File: src/rtl/fetch_unit.sv
// Instruction fetch sequencer: fetches a word at PC, hands it to decode,
// waits a fixed execute time, then advances or branches the PC.
module fetch_unit #(
    parameter logic [15:0] RESET_PC    = 16'h0000,
    parameter int          EXEC_CYCLES = 4
) (
    input  logic        CLOCK,
    input  logic        RESET,
    input  logic        EXEC,
    output logic [15:0] mem_addr,
    output logic        mem_req,
    input  logic        mem_ack,
    input  logic [15:0] mem_rdata,
    output logic [15:0] COMMAND,
    output logic        cmd_valid,
    input  logic        cmd_ready,
    input  logic        PC_load,
    input  logic [15:0] branch_target,
    output logic [15:0] PC,
    output logic        halted
);

    typedef enum logic [2:0] {
        IDLE,
        FETCH,
        ISSUE,
        WAIT,
        HALT
    } state_t;

    localparam logic [3:0] COUNT_LOAD = 4'(EXEC_CYCLES - 1);

    state_t      r_state;
    state_t      w_state_nxt;
    logic        r_exec_q;
    logic [15:0] r_pc;
    logic [15:0] r_command;
    logic        r_cmd_valid;
    logic [3:0]  r_count;
    logic        r_stop_req;
    logic        r_br_pend;
    logic [15:0] r_br_tgt;

    logic        w_exec_pulse;
    logic        w_is_hlt;
    logic        w_boundary;
    logic        w_stop;

    assign w_exec_pulse = EXEC & ~r_exec_q;
    assign w_is_hlt     = (r_command[15:14] == 2'b11) && (r_command[7:4] == 4'b1111);
    assign w_boundary   = (r_state == WAIT) && (r_count == 4'd0);
    // A run/stop press landing on the boundary cycle itself still stops here.
    assign w_stop       = r_stop_req | w_exec_pulse;

    assign mem_req   = (r_state == FETCH);
    assign mem_addr  = r_pc;
    assign PC        = r_pc;
    assign COMMAND   = r_command;
    assign cmd_valid = r_cmd_valid;
    assign halted    = (r_state == HALT);

    always_ff @(posedge CLOCK or negedge RESET) begin
        if (!RESET) begin
            r_state <= IDLE;
        end else begin
            r_state <= w_state_nxt;
        end
    end

    always_comb begin
        w_state_nxt = r_state;
        case (r_state)
            IDLE: begin
                if (w_exec_pulse) w_state_nxt = FETCH;
            end
            FETCH: begin
                if (mem_ack) w_state_nxt = ISSUE;
            end
            ISSUE: begin
                if (cmd_ready) w_state_nxt = w_is_hlt ? HALT : WAIT;
            end
            WAIT: begin
                if (r_count == 4'd0) w_state_nxt = w_stop ? IDLE : FETCH;
            end
            HALT: begin
                if (w_exec_pulse) w_state_nxt = FETCH;
            end
            default: w_state_nxt = IDLE;
        endcase
    end

    always_ff @(posedge CLOCK or negedge RESET) begin
        if (!RESET) begin
            r_exec_q    <= 1'b0;
            r_pc        <= RESET_PC;
            r_command   <= 16'h0000;
            r_cmd_valid <= 1'b0;
            r_count     <= 4'd0;
            r_stop_req  <= 1'b0;
            r_br_pend   <= 1'b0;
            r_br_tgt    <= 16'h0000;
        end else begin
            r_exec_q <= EXEC;

            if ((r_state == FETCH) || (r_state == ISSUE) || (r_state == WAIT)) begin
                if (w_boundary) begin
                    r_stop_req <= 1'b0;
                end else if (w_exec_pulse) begin
                    r_stop_req <= 1'b1;
                end
            end

            case (r_state)
                FETCH: begin
                    if (mem_ack) begin
                        r_command   <= mem_rdata;
                        r_cmd_valid <= 1'b1;
                    end
                end
                ISSUE: begin
                    if (cmd_ready) begin
                        r_cmd_valid <= 1'b0;
                        if (!w_is_hlt) r_count <= COUNT_LOAD;
                    end
                end
                WAIT: begin
                    if (PC_load) begin
                        r_br_tgt  <= branch_target;
                        r_br_pend <= 1'b1;
                    end
                    // Boundary: a same-cycle PC_load beats any earlier latched target.
                    if (r_count == 4'd0) begin
                        r_br_pend <= 1'b0;
                        if (PC_load) begin
                            r_pc <= branch_target;
                        end else if (r_br_pend) begin
                            r_pc <= r_br_tgt;
                        end else begin
                            r_pc <= r_pc + 16'd1;
                        end
                    end else begin
                        r_count <= r_count - 4'd1;
                    end
                end
                HALT: begin
                    if (w_exec_pulse) r_pc <= r_pc + 16'd1;
                end
                default: ;
            endcase
        end
    end

endmodule
File: config.mk
export PLATFORM = sky130hd
export DESIGN_NAME = fetch_unit
export DESIGN_NICKNAME = d
export VERILOG_FILES = /design/src/rtl/fetch_unit.sv
export SDC_FILE = /design/constraint.sdc
export NUM_CORES = 1
export LEC_CHECK = 0
export ABC_AREA = 1
export BUFFER_PORTS_ARGS = -buffer_cell sky130_fd_sc_hd__buf_2
export CAP_MARGIN = 20
export CORE_MARGIN = 2
export CORE_UTILIZATION = 53
export CTS_CLUSTER_DIAMETER = 30
export CTS_CLUSTER_SIZE = 25
export DETAILED_ROUTE_END_ITERATION = 16
export GPL_TIMING_DRIVEN = 0
export HOLD_SLACK_MARGIN = 0.1
export PLACE_DENSITY = 0.8
export SYNTH_ARGS = -nofsm -noshare
export SYNTH_HDL_FRONTEND = slang
export SYNTH_SLANG_ARGS = --single-unit
export TNS_END_PERCENT = 10
File: constraint.sdc
create_clock -name CLOCK -period 1.72 [get_ports CLOCK]
set_input_delay 0.344 -clock CLOCK [delete_from_list [all_inputs] [get_ports CLOCK]]
set_output_delay 0.344 -clock CLOCK [all_outputs]
set_load 0.02 [all_outputs]
# Word-level counts from Yosys, hierarchy flattened
# Cells that the tools add are included.
[word_totals] register_bits=59 in_bits=38 output_inout_bits=51 elab_cells=70
[classes] add_sub_neg=2 n_eq_ne=13 muxes=23 n_bitwise=3 reduce_logical=20
[ops] cell="16-bit two-way mux" n=4
[ops] cell="16-bit case mux with 2 select lines" n=1
[ops] cell="16-bit by 1-bit adder with 16-bit output, second input constant" n=1
[ops] cell="3-bit two-way mux" n=5
[ops] cell="4-bit two-way mux" n=3
[ops] cell="3-bit case mux with 4 select lines" n=1
[ops] cell="2-bit nonzero test" n=5
[ops] cell="2-bit inequality test, second input constant" n=4
[ops] cell="4-bit case mux with 2 select lines" n=1
[ops] cell="2-bit AND reduction" n=4
[ops] cell="4-bit AND reduction" n=2
[ops] cell="1-bit two-way mux" n=7
[ops] cell="3-bit by 2-bit == test with 1-bit output, second input constant" n=2
[ops] cell="2-bit by 1-bit inequality test with 1-bit output, second input constant" n=3
[ops] cell="3-bit AND reduction" n=2
[ops] cell="4-bit == test, second input constant" n=1
[ops] cell="4-bit zero test" n=1
[ops] cell="4-bit by 1-bit subtractor with 4-bit output, second input constant" n=1
[ops] cell="3-bit by 1-bit == test with 1-bit output, second input constant" n=1
[ops] cell="3-bit == test, second input constant" n=1
[ops] cell="3-bit zero test" n=1
[ops] cell="2-bit == test, second input constant" n=1
[ops] cell="1-bit logical AND" n=2
[ops] cell="1-bit logical OR" n=2
[ops] cell="other kinds (5)" n=5

# Depth between registers and ports, before layout
# Gate-level depths: netlist of run 1.
[depth] word_depth=6 depth_mapped=11 ltp_nobuf=11

# Worst setup path after synthesis of run 1
# Ideal clock, no wire load.
[synth_timing] path_kind="reg2reg" startpoint="reg r_pc[1], in the netlist PC[1]" endpoint="reg r_pc[10], in the netlist PC[10]" setup_ns=0.117 t_arrival_ns=1.440 required_time_ns=1.603 setup_slack_ns=0.163 stages_incl_launch_ff=11 n_path_buf=0 synth_period_minus_slack_ns=1.557 path_cell_list="dfrtp_1 > ha_1 > nand3_1 > nor2_1 > nand2_1 > nand2_1 > nand3_1 > nand2_1 > nand2_1 > nand2_1 > nand2_1"
[synth_via] elab_chain_cells=5 word_cells_on_any_way=6 classes_between="1 x add/sub; 5 x mux"
[synth_rtl] item="start: declaration" line="36" rtl="logic [15:0] r_pc;"
[synth_rtl] item="start signal: assignment" line="135" rtl="r_pc <= branch_target;"
[synth_rtl] item="start signal: assignment" line="137" rtl="r_pc <= r_br_tgt;"
[synth_rtl] item="start signal: assignment" line="139" rtl="r_pc <= r_pc + 16'd1;"
[synth_rtl] item="16-bit by 1-bit adder with 16-bit output *" line="139, 146"
[synth_rtl] item="16-bit two-way mux" line="136" rtl="end else if (r_br_pend) begin"
[synth_rtl] item="16-bit two-way mux" line="134" rtl="if (PC_load) begin"
[synth_rtl] item="16-bit two-way mux" line="132" rtl="if (r_count == 4'd0) begin"
[synth_rtl] item="16-bit case mux with 2 select lines *" line="113" rtl="case (r_state)"
# Every way passes the cells marked *; elsewhere a longest branch is shown, timed or not. The select of a mux whose other input is x is not followed.
# A chain may end at the register's enable or synchronous reset.

# Worst setup path in the final report of run 1
[layout_timing] startpoint="reg r_state[0]" endpoint="out mem_req"
[layout_via] elab_chain_cells=1
[layout_rtl] item="start: declaration" line="33" rtl="state_t r_state;"
[layout_rtl] item="start signal: assignment" line="66" rtl="r_state <= w_state_nxt;"
[layout_rtl] item="3-bit by 1-bit == test with 1-bit output" line="55" rtl="assign mem_req = (r_state == FETCH);"
[layout_rtl] item="end: declaration" line="11" rtl="output logic mem_req,"
# Every way passes these cells.

==> metrics.txt, run 1 <==
per-cell routed wire length 12.6 um; share of cells above drive strength 1 32.4%; Worst slew margin 70.1%; metal2 WL 3.89 mm; Net Count, Synth 477; maximum vdd drop 1.18 mV; fin cells 623; FF-to-FF Start PC[0]$_DFFE_PN0P_; Placer Congestion 0.928; wire length on met1 3.38 mm; site row count 29; Initial Utilization 54.2%; RSZ-0062 raised after global routing true; Ys Warns 0; design area 0.00423 mm^2; H-Tree Depth 3; drt via density 5.05; Setup-failing EPs final 0; Clk Latency, worst-skew pair 0.35 ns; critical path arrival 1.35 ns; Die Width 84.1 um; crit path time final 1.70 ns; number of synthesized register bits 59; uppermost routed layer met4; io pins 89; clock transition at the registers of the reported paths 0.07 ns; largest net degree at the start of global routing 42; Util after Layout 67.5%; synth cell count leaders 115 x nand2_1, 59 x dfrtp_1, 48 x inv_1, 44 x nor2_1, 26 x nand3_1; routed vias 3144; DP Wirelength 5.94 mm; CTS tree built; initial antenna violation count 0; core footprint 0.00628 mm^2; PwrDens 1730 mW/mm^2; mean post-synth cell area 7.81 um^2; Area contributors post-synth dfrtp_1 43%, nand2_1 13%, inv_1 5.3%, nor2_1 4.9%, mux2_4 4.0%; maximum buffer depth of the clock tree 2; top_reg_cell synth dfrtp_1; Synth top area share 43.4%; CP Launch Type register; Netlist cell types 38; Congestion Overflow GR 0; Fmax achieved 589 MHz; P&R area growth vs syn 24.4%; Placed Area 0.00396 mm^2; final setup skew 0.0110 ns; initial DRC count 128; Cells after DPL 602; # diodes 0; Synth async-reset ratio 100%; count leader, synth nand2_1; CP Max Fanout 4; Root Driver clkbuf_8; Post-Syn Instances 436; final hold violation count 0; Hold Path Sink r_exec_q$_DFF_PN0_; Critical Path End Type output port; ANT nets after route 0; Port Buffers 88; Hold Startpoint EXEC; Max Slew Vio Count 0; Reg2Reg Depth 10; DR WL met3 437 um; Final Net Count 582; area of the multi-input gates 0.00154 mm^2; Max Cap Viol 0; Final Cycle Share 98.7%; Sink Count 59; number of synthesized flops with an enable pin 0; Critical Path RT 1.38 ns; Die Area 0.00708 mm^2; aggregate global-route resource usage 23.6%; Least-Margin Pin Slew 0.449 ns; Post-route DRC 0; FF/Latch Area 0.00148 mm^2; drt pass-1 iters 4; status finished, final reports clean; worst hold slack 0.120 ns; Pleak 2.30 nW; hold path cells 1; Yosys top cell by area dfrtp_1; vias in the first global route 3158; first-pass GRT wire length 13.6 mm; cell area after synthesis 0.00340 mm^2; post-synthesis sequential area ratio 43.4%; capturing point of the worst reg2reg path PC[14]$_DFFE_PN0P_; critical path class register to output port; R2R Setup Slk 0.09 ns; fillers 534; Die Ht 84.1 um; Routed WL 7.84 mm; CTS Buf Count 9; Hold Crit Class primary input to register
-- report_power, final --
group / internal (mW) / switching (mW)
sequential: 2.01 / 0.525
combinational: 1.48 / 2.04
clock: 0.675 / 0.609
total: 4.16 / 3.17
-- worst max-delay path: stages, from the launching register on --
cell     delay (ns)
dfrtp_1        0.40
buf_4          0.14
inv_4          0.04
nor2_4         0.12
nand2_2        0.09
inv_4          0.08
buf_4          0.14
-- flip-flops by register name (all words and copies together), names as in the netlist --
name and flops:
COMMAND 16, PC 16, cmd_valid 1, r_br_pend 1, r_br_tgt 16, r_count 4, r_exec_q 1, r_state 3
r_stop_req 1
-- metal layers --
layer / vias up / track usage [%]
met3: 10 / 4.92
met5: - / 0
met1: 1431 / 27.9
li1: 1601 / -
met4: 0 / 10.6
met2: 102 / 41.4
-- per-stage QoR --
step | power, mW | setup TNS, ns | setup WS [ns]
after floorplan | 4.96 | 0 | 0.163
after global placement | 5.83 | 0 | 0.109
after detailed placement | 5.97 | 0 | 0.0674
after CTS | 7.31 | 0 | 0.00729
after global routing | 7.87 | -0.105 | -0.0475
final | 7.33 | 0 | 0.0218
-- how the worst max path moves through the flow --
| stage | from | endpoint | slack (ns) |
|---|---|---|---|
| floorplan | PC[1]$_DFFE_PN0P_ | PC[10]$_DFFE_PN0P_ | 0.16 |
| global placement | PC[1]$_DFFE_PN0P_ | PC[10]$_DFFE_PN0P_ | 0.11 |
| detailed placement | PC[0]$_DFFE_PN0P_ | PC[10]$_DFFE_PN0P_ | 0.07 |
| CTS | r_state[0]$_DFFE_PN0P_ | mem_req | 0.007 |
| global route | r_state[0]$_DFFE_PN0P_ | mem_req | -0.05 |
| finish | r_state[0]$_DFFE_PN0P_ | mem_req | 0.02 |
-- cells by family (layout without fill, tap and decap cells) --
logic type,Yosys count,after routing,share of synthesized area [%]
AO/OA/AOI/OAI,75,75,12.5
XOR/XNOR,2,2,0.515
adder cells (fa/ha/maj),3,3,1.10
buffers and inverters,83,193,11.7
flip-flops,59,59,43.4
multiplexers,16,16,6.28
AND/OR/NAND/NOR,198,198,24.5
-- final cells by class --
class / count / area share, %
plain buffers: 28 / 4.67
inverters: 55 / 4.99
well taps: 77 / 2.28
clock buffers: 9 / 2.93
repair buffers: 94 / 12.0
clock inverters: 7 / 1.80
multi-input cells: 294 / 36.4
flip-flops and latches: 59 / 34.9
-- cell usage in the layout (no fill, tap or decap), types with 3 or more instances in the layout --
cell type  Yosys  layout
nor2_2         0       5
a21oi_1       18      18
nor2_1        44      39
mux2_2         7       7
buf_4         17      22
inv_1         48      47
nand2_2        3       3
buf_2          6      91
o211ai_1       3       3
o22ai_1        3       3
clkbuf_8       0       9
o21ai_0       24      22
nand2_1      115     115
mux2_4         9       9
o21ai_1       16      18
ha_1           3       3
inv_2          6       6
clkbuf_1       3       3
buf_6          2       4
nand3_1       26      26
dfrtp_1       59      58
-- timing repair --
action | in CTS | in global routing
pin swaps | 0 | 1
endpoints found under the setup margin | 1 | 11
buffers inserted | 3 | 1
endpoints found under the hold margin | 18 | 0
hold buffers | 1 | 0
resized for setup | 4 | 12
No activity file was read; power rests on OpenSTA's default activity.
==> run 2: changes to the inputs <==
--- a/config.mk
+++ b/config.mk
@@ -14,8 +14,8 @@
 export CTS_CLUSTER_SIZE = 25
 export DETAILED_ROUTE_END_ITERATION = 16
 export GPL_TIMING_DRIVEN = 0
-export HOLD_SLACK_MARGIN = 0.1
-export PLACE_DENSITY = 0.8
+export PLACE_DENSITY = 0.91
+export RECOVER_POWER = 50
 export SYNTH_ARGS = -nofsm -noshare
 export SYNTH_HDL_FRONTEND = slang
 export SYNTH_SLANG_ARGS = --single-unit
==> run 2 against run 1 <==
Against the previous run: critical path type unchanged; die area did not move; flip-flop and latch count is the same; global-route usage is 0.34 points lower; design area is 1.3% lower; critical endpoint is now halted; utilization down 0.86 points.
==> metrics.txt, run 2 (synthesized netlist as in run 1, its figures left out) <==
first-pass GRT wire length 13.3 mm (-1.8%); final hold violation count 0 (unchanged); initial antenna violation count 0 (unchanged); Routed WL 8.11 mm (+3.5%); core footprint 0.00628 mm^2 (unchanged); Clk Latency, worst-skew pair 0.35 ns (about the same); Max Cap Viol 0 (unchanged); DP Wirelength 5.96 mm (+0.40%); worst hold slack 0.127 ns (+0.00683 ns); GRT met1 Usage 27.7% (-0.15 points); Fmax achieved 613 MHz (+4.1%); Setup WS pre-CTS 0.100 ns (+0.0325 ns); maximum buffer depth of the clock tree 2 (unchanged); Sink Count 59 (unchanged); ANT nets after route 0 (unchanged); initial DRC count 328 (+160%); routing usage on met2 40.0% (-1.4 points); crit path time final 1.63 ns (-0.0665 ns); Initial Utilization 54.2% (unchanged); Die Width 84.1 um (unchanged); io pins 89 (unchanged); Least-Margin Pin Slew 1.03 ns (+0.585 ns); area of the multi-input gates 0.00154 mm^2 (+0.16%); setup slack after layout 0.0883 ns (+0.0665 ns); Final Cycle Share 94.9% (-3.9 points); final setup skew 0.0128 ns (+0.00179 ns); CP Max Fanout 10 (+6); fillers 503 (-5.8%); aggregate global-route resource usage 23.3% (-0.34 points); CP Launch Type register; FF/Latch Area 0.00148 mm^2 (about the same); largest net degree at the start of global routing 43 (+2.4%); maximum vdd drop 0.980 mV (-17%); vias in the first global route 3030 (-4.1%); Critical Path RT 1.38 ns (about the same); commonest non-fill, non-tap cell in the layout nand2_1; drt pass-1 iters 6 (+2); share of cells above drive strength 1 29.0% (-3.4 points); Root Driver clkbuf_8; Die Area 0.00708 mm^2 (unchanged); Congestion Overflow GR 0 (unchanged); drt via density 5.25 (+4.0%); Setup-failing EPs final 0 (unchanged); Pleak 2.23 nW (-3.1%); CTS tree built; CTS Buf Count 9 (unchanged); most frequent cells in the layout 115 x nand2_1, 73 x buf_2, 57 x dfrtp_1, 47 x inv_1, 38 x nor2_1; per-cell routed wire length 13.0 um (+3.7%); RSZ-0062 raised after global routing true; Port Buffers 88 (unchanged); routed vias 3265 (+3.8%); Worst slew margin 31.1% (-39 points); Placer Congestion 0.876 (-5.6%); Placed Area 0.00396 mm^2 (unchanged); Die Ht 84.1 um (unchanged); critical path class register to output port; Hold Crit Class primary input to register; busiest grt layer met2; status finished, final reports clean; site row count 29 (unchanged); # diodes 0 (unchanged); design area 0.00418 mm^2 (-1.3%); Critical Path End Type output port; critical path arrival 1.29 ns (-0.06 ns); clock transition at the registers of the reported paths 0.06 ns (about the same); Max Slew Vio Count 0 (unchanged); Final Net Count 581 (-0.17%); H-Tree Depth 3 (unchanged); PwrDens 1710 mW/mm^2 (-1.2%); Post-route DRC 0 (unchanged); met3 Track Usage GR 6.88% (+2.0 points); P&R area growth vs syn 22.8%
run 2: timing repair:
item / in CTS / in global routing
setup buffers: 3 / 0
endpoints found under the hold margin: 17 / 0
pin swaps: 0 / 1
hold buffers: 1 / 0
resized for setup: 3 / 12
setup endpoints to repair: 1 / 7
run 2: per-stage QoR:
| stage | power (mW) | utilization (%) | instances | TNS (ns) |
|---|---|---|---|---|
| finish | 7.16 | 66.6 | 622 | 0 |
| global route | 7.66 | 66.6 | 622 | -0.0977 |
| CTS | 7.19 | 66.6 | 622 | 0 |
| detailed placement | 5.98 | 63.1 | 602 | 0 |
| global placement | 5.81 | 62.8 | 601 | 0 |
| floorplan | 4.96 | - | 436 | 0 |
run 2: where the power goes:
group          switching, mW  internal, mW
Combinational           2.03          1.39
Sequential             0.559          2.02
Clock                  0.561         0.596
run 2: worst paths after layout:
path,from,cells after the start,end,slack (ns)
worst min register to register,r_br_tgt[11]$_DFFE_PN0P_,2,r_br_tgt[11]$_DFFE_PN0P_,0.48
max in group asynchronous,RESET,3,r_exec_q$_DFF_PN0_,0.26
min in group asynchronous,RESET,2,PC[7]$_DFFE_PN0P_,0.70
worst max register to register,PC[0]$_DFFE_PN0P_,10,PC[14]$_DFFE_PN0P_,0.12
worst max-delay path,r_state[0]$_DFFE_PN0P_,5,halted,0.09
worst min-delay path,EXEC,1,r_exec_q$_DFF_PN0_,0.13
run 2: final cells by class:
type / count / area share (%)
Timing Repair Buffer: 93 / 11.4
Clock buffer: 12 / 3.71
Multi-Input combinational cell: 294 / 36.9
Sequential cell: 59 / 35.4
Buffer: 28 / 4.73
Clock inverter: 4 / 0.599
Tap cell: 77 / 2.30
Inverter: 55 / 4.97
run 2: critical path: stages (launching register included):
cell and delay (ns):
dfrtp_1 0.42, nor2_2 0.10, nand2_2 0.07, inv_2 0.09, buf_6 0.14, buf_6 0.12
run 2: per-layer routing:
| metal | vias to the layer above | wire, um |
|---|---|---|
| met4 | 0 | 145 |
| met3 | 14 | 613 |
| met1 | 1508 | 3250 |
| li1 | 1592 | - |
| met5 | - | 0 |
| met2 | 151 | 4100 |
==> run 3: changes to the inputs <==
--- a/config.mk
+++ b/config.mk
@@ -5,11 +5,10 @@
 export SDC_FILE = /design/constraint.sdc
 export NUM_CORES = 1
 export LEC_CHECK = 0
-export ABC_AREA = 1
 export BUFFER_PORTS_ARGS = -buffer_cell sky130_fd_sc_hd__buf_2
 export CAP_MARGIN = 20
 export CORE_MARGIN = 2
-export CORE_UTILIZATION = 53
+export CORE_UTILIZATION = 52
 export CTS_CLUSTER_DIAMETER = 30
 export CTS_CLUSTER_SIZE = 25
 export DETAILED_ROUTE_END_ITERATION = 16
==> run 3 against run 2 <==
Against the previous run: utilization rose by 5.2 points; sequential share of layout area shrank 0.54 points; the run now ends with setup timing left; combinational power increased by 7.9%; wire length up 14%; critical endpoint is now PC[13]$_DFFE_PN0P_; setup slack got worse by 0.21 ns; area after synthesis shrank 6.7%; largest power group unchanged.
==> metrics.txt, run 3 <==
Pleak 1.94 nW (-13%); DP Wirelength 5.99 mm (+0.51%); Placer Congestion 0.916 (+4.6%); H-Tree Depth 3 (unchanged); Cells after DPL 479 (-20%); post-synthesis mux area share 12.0% (+5.7 points); crit path time final 1.84 ns (+0.206 ns); drt via density 6.24 (+19%); worst hold slack 0.136 ns (+0.00951 ns); CP Launch Type register; Worst Path Buf+Inv 2 (-1); Critical Path RT 1.94 ns (+0.56 ns); Max Slew Vio Count 0 (unchanged); Tot Pwr 7.82 mW (+9.3%); Ys Warns 0 (unchanged); Worst slew margin 8.28% (-23 points); setup tns final -0.967 ns (-0.967 ns); CP Max Fanout 6 (-4); xor and xnor area share after synthesis 0.551% (+0.037 points); Placed Area 0.00375 mm^2 (-5.4%); vias in the first global route 2931 (-3.3%); Max Cap Viol 0 (unchanged); Critical Path End Type register; Yosys top cell by area dfrtp_1; final setup skew 0.00857 ns (-0.00425 ns); Clk Latency, worst-skew pair 0.34 ns (about the same); maximum buffer depth of the clock tree 2 (unchanged); Post-route DRC 0 (unchanged); CP dominant cell by count o21ai_1; Slowest cell on crit path or3b_4; Die Width 82.2 um (-2.4%); Util after Layout 71.8% (+5.2 points); # diodes 0 (unchanged); initial DRC count 334 (+1.8%); Die Ht 82.2 um (-2.4%); number of synthesized register bits 59 (unchanged); largest family of logic cells by synthesized area compound AO/OA/AOI/OAI gates; RSZ-0062 raised after global routing true; Fmax achieved 544 MHz (-11%); status finished, violations left; largest net degree at the start of global routing 35 (-19%); most frequent cells in the layout 86 x buf_2, 56 x dfrtp_1, 32 x mux2_2, 29 x buf_4, 23 x nand2_1; maximum vdd drop 1.17 mV (+19%); initial antenna violation count 0 (unchanged); fin cells 511 (-18%); Net Count, Synth 356 (-25%); io pins 89 (unchanged); count leader, synth dfrtp_1; Setup-failing EPs final 18 (+18); sequence of cells on the critical path inv_2 -> ha_4 -> or3b_4 -> o22ai_4 -> buf_6 -> o211ai_1 -> o21ai_1 -> o21ai_1; number of synthesized flops with an enable pin 0 (unchanged); Sink Count 59 (unchanged); mean post-synth cell area 10.1 um^2 (+29%); Synth top area share 46.5% (+3.1 points); Port Buffers 88 (unchanged); Crit path max-delay family compound AO/OA/AOI/OAI gates; site row count 28 (-3.4%); Die Area 0.00675 mm^2 (-4.7%); synth cell count leaders 59 x dfrtp_1, 32 x mux2_2, 25 x nand2_1, 24 x nor2_1, 22 x a21oi_1; share of cells above drive strength 1 48.2% (+19 points); CP max stage delay 0.41 ns (about the same); per-cell routed wire length 18.2 um (+39%); Root Driver clkbuf_8; critical path arrival 2.06 ns (+0.77 ns); Post-Syn Instances 315 (-28%); Least-Margin Pin Slew 1.38 ns (+0.342 ns); ANT nets after route 0 (unchanged); Congestion Overflow GR 0 (unchanged); Routed WL 9.28 mm (+14%); simple-gate area share of the yosys netlist 13.8% (-11 points); Synth async-reset ratio 100% (unchanged); P&R area growth vs syn 33.8%; Final Cycle Share 107% (+12 points); design area 0.00425 mm^2 (+1.6%); failing checks setup timing; Netlist cell types 55 (+45%); PwrDens 1840 mW/mm^2 (+7.5%); Synth Area in Compound Gates 18.2% (+5.6 points); Setup WS pre-CTS -0.396 ns (-0.496 ns); Initial Utilization 53.7% (-0.58 points); critical path class register to register; Hold Crit Class primary input to register; core footprint 0.00592 mm^2 (-5.7%); top_reg_cell synth dfrtp_1; Final Net Count 472 (-19%); first-pass GRT wire length 14.0 mm (+5.4%); cell area after synthesis 0.00318 mm^2 (-6.7%); clock transition at the registers of the reported paths 0.07 ns (about the same); routed vias 3188 (-2.4%); CTS tree built; CTS Buf Count 9 (unchanged); Synth Area in Adders 1.18% (+0.079 points); drt pass-1 iters 6 (unchanged); setup slack after layout -0.118 ns (-0.206 ns); post-synthesis sequential area ratio 46.5% (+3.1 points); aggregate global-route resource usage 27.6% (+4.4 points); commonest non-fill, non-tap cell in the layout buf_2; final hold violation count 0 (unchanged); Area contributors post-synth dfrtp_1 46%, mux2_2 11%, buf_4 3.8%, a21oi_1 3.5%, nand2_1 3.0%
-- run 3: path summary, 6_finish.rpt --
path | depth (start not counted) | to | start | slack [ns]
worst max-delay path | 8 | PC[13]$_DFFE_PN0P_ | r_count[0]$_DFFE_PN0P_ | -0.12
worst max register to register | 8 | PC[13]$_DFFE_PN0P_ | r_count[0]$_DFFE_PN0P_ | -0.12
worst min register to register | 1 | COMMAND[9]$_DFFE_PN0P_ | COMMAND[9]$_DFFE_PN0P_ | 0.51
min in group asynchronous | 1 | COMMAND[9]$_DFFE_PN0P_ | RESET | 0.30
max in group asynchronous | 2 | r_br_tgt[0]$_DFFE_PN0P_ | RESET | 0.15
worst min-delay path | 1 | r_exec_q$_DFF_PN0_ | EXEC | 0.14
-- run 3: layer usage --
layer  track usage, %  wire [um]  vias up
li1                 -          -     1382
met2             45.1       4530      228
met1             34.5       3520     1528
met3             5.65        847       50
met4             15.0        374        0
met5                0          0        -
-- run 3: timing repair --
item	CTS	global route
setup endpoints to repair	38	38
hold buffers	0	0
buffers inserted	13	4
resized for setup	31	22
pin swaps	6	5
-- run 3: worst register-to-register path, delay by kind of cell, from the launching register on --
kind | cells | cell delay [ns]
AO/OA/AOI/OAI | 4 | 0.53
AND/OR/NAND/NOR | 1 | 0.41
flip-flops | 1 | 0.39
buffers and inverters | 2 | 0.26
adder cells (fa/ha/maj) | 1 | 0.12
-- run 3: power breakdown --
part           internal, mW  total [mW]  switching, mW
sequential             2.05        2.70          0.649
clock                 0.824        1.43          0.606
combinational          1.63        3.69           2.06
total                  4.51        7.82           3.31
-- run 3: cell families (layout without fill, tap and decap cells) --
family | after synthesis | count (layout)
mux | 34 | 34
fa+ha+maj | 3 | 3
flops | 59 | 59
compound gates | 85 | 85
simple gates | 92 | 92
xor+xnor | 2 | 2
buf+inv | 40 | 161
-- run 3: final cells by class --
type	instances	area [um^2]
clock inverters	7	101
inverters	11	53.8
fillers	421	1670
flip-flops and latches	59	1480
plain buffers	28	204
clock buffers	9	124
well taps	75	93.8
repair buffers	106	598
multi-input cells	216	1590
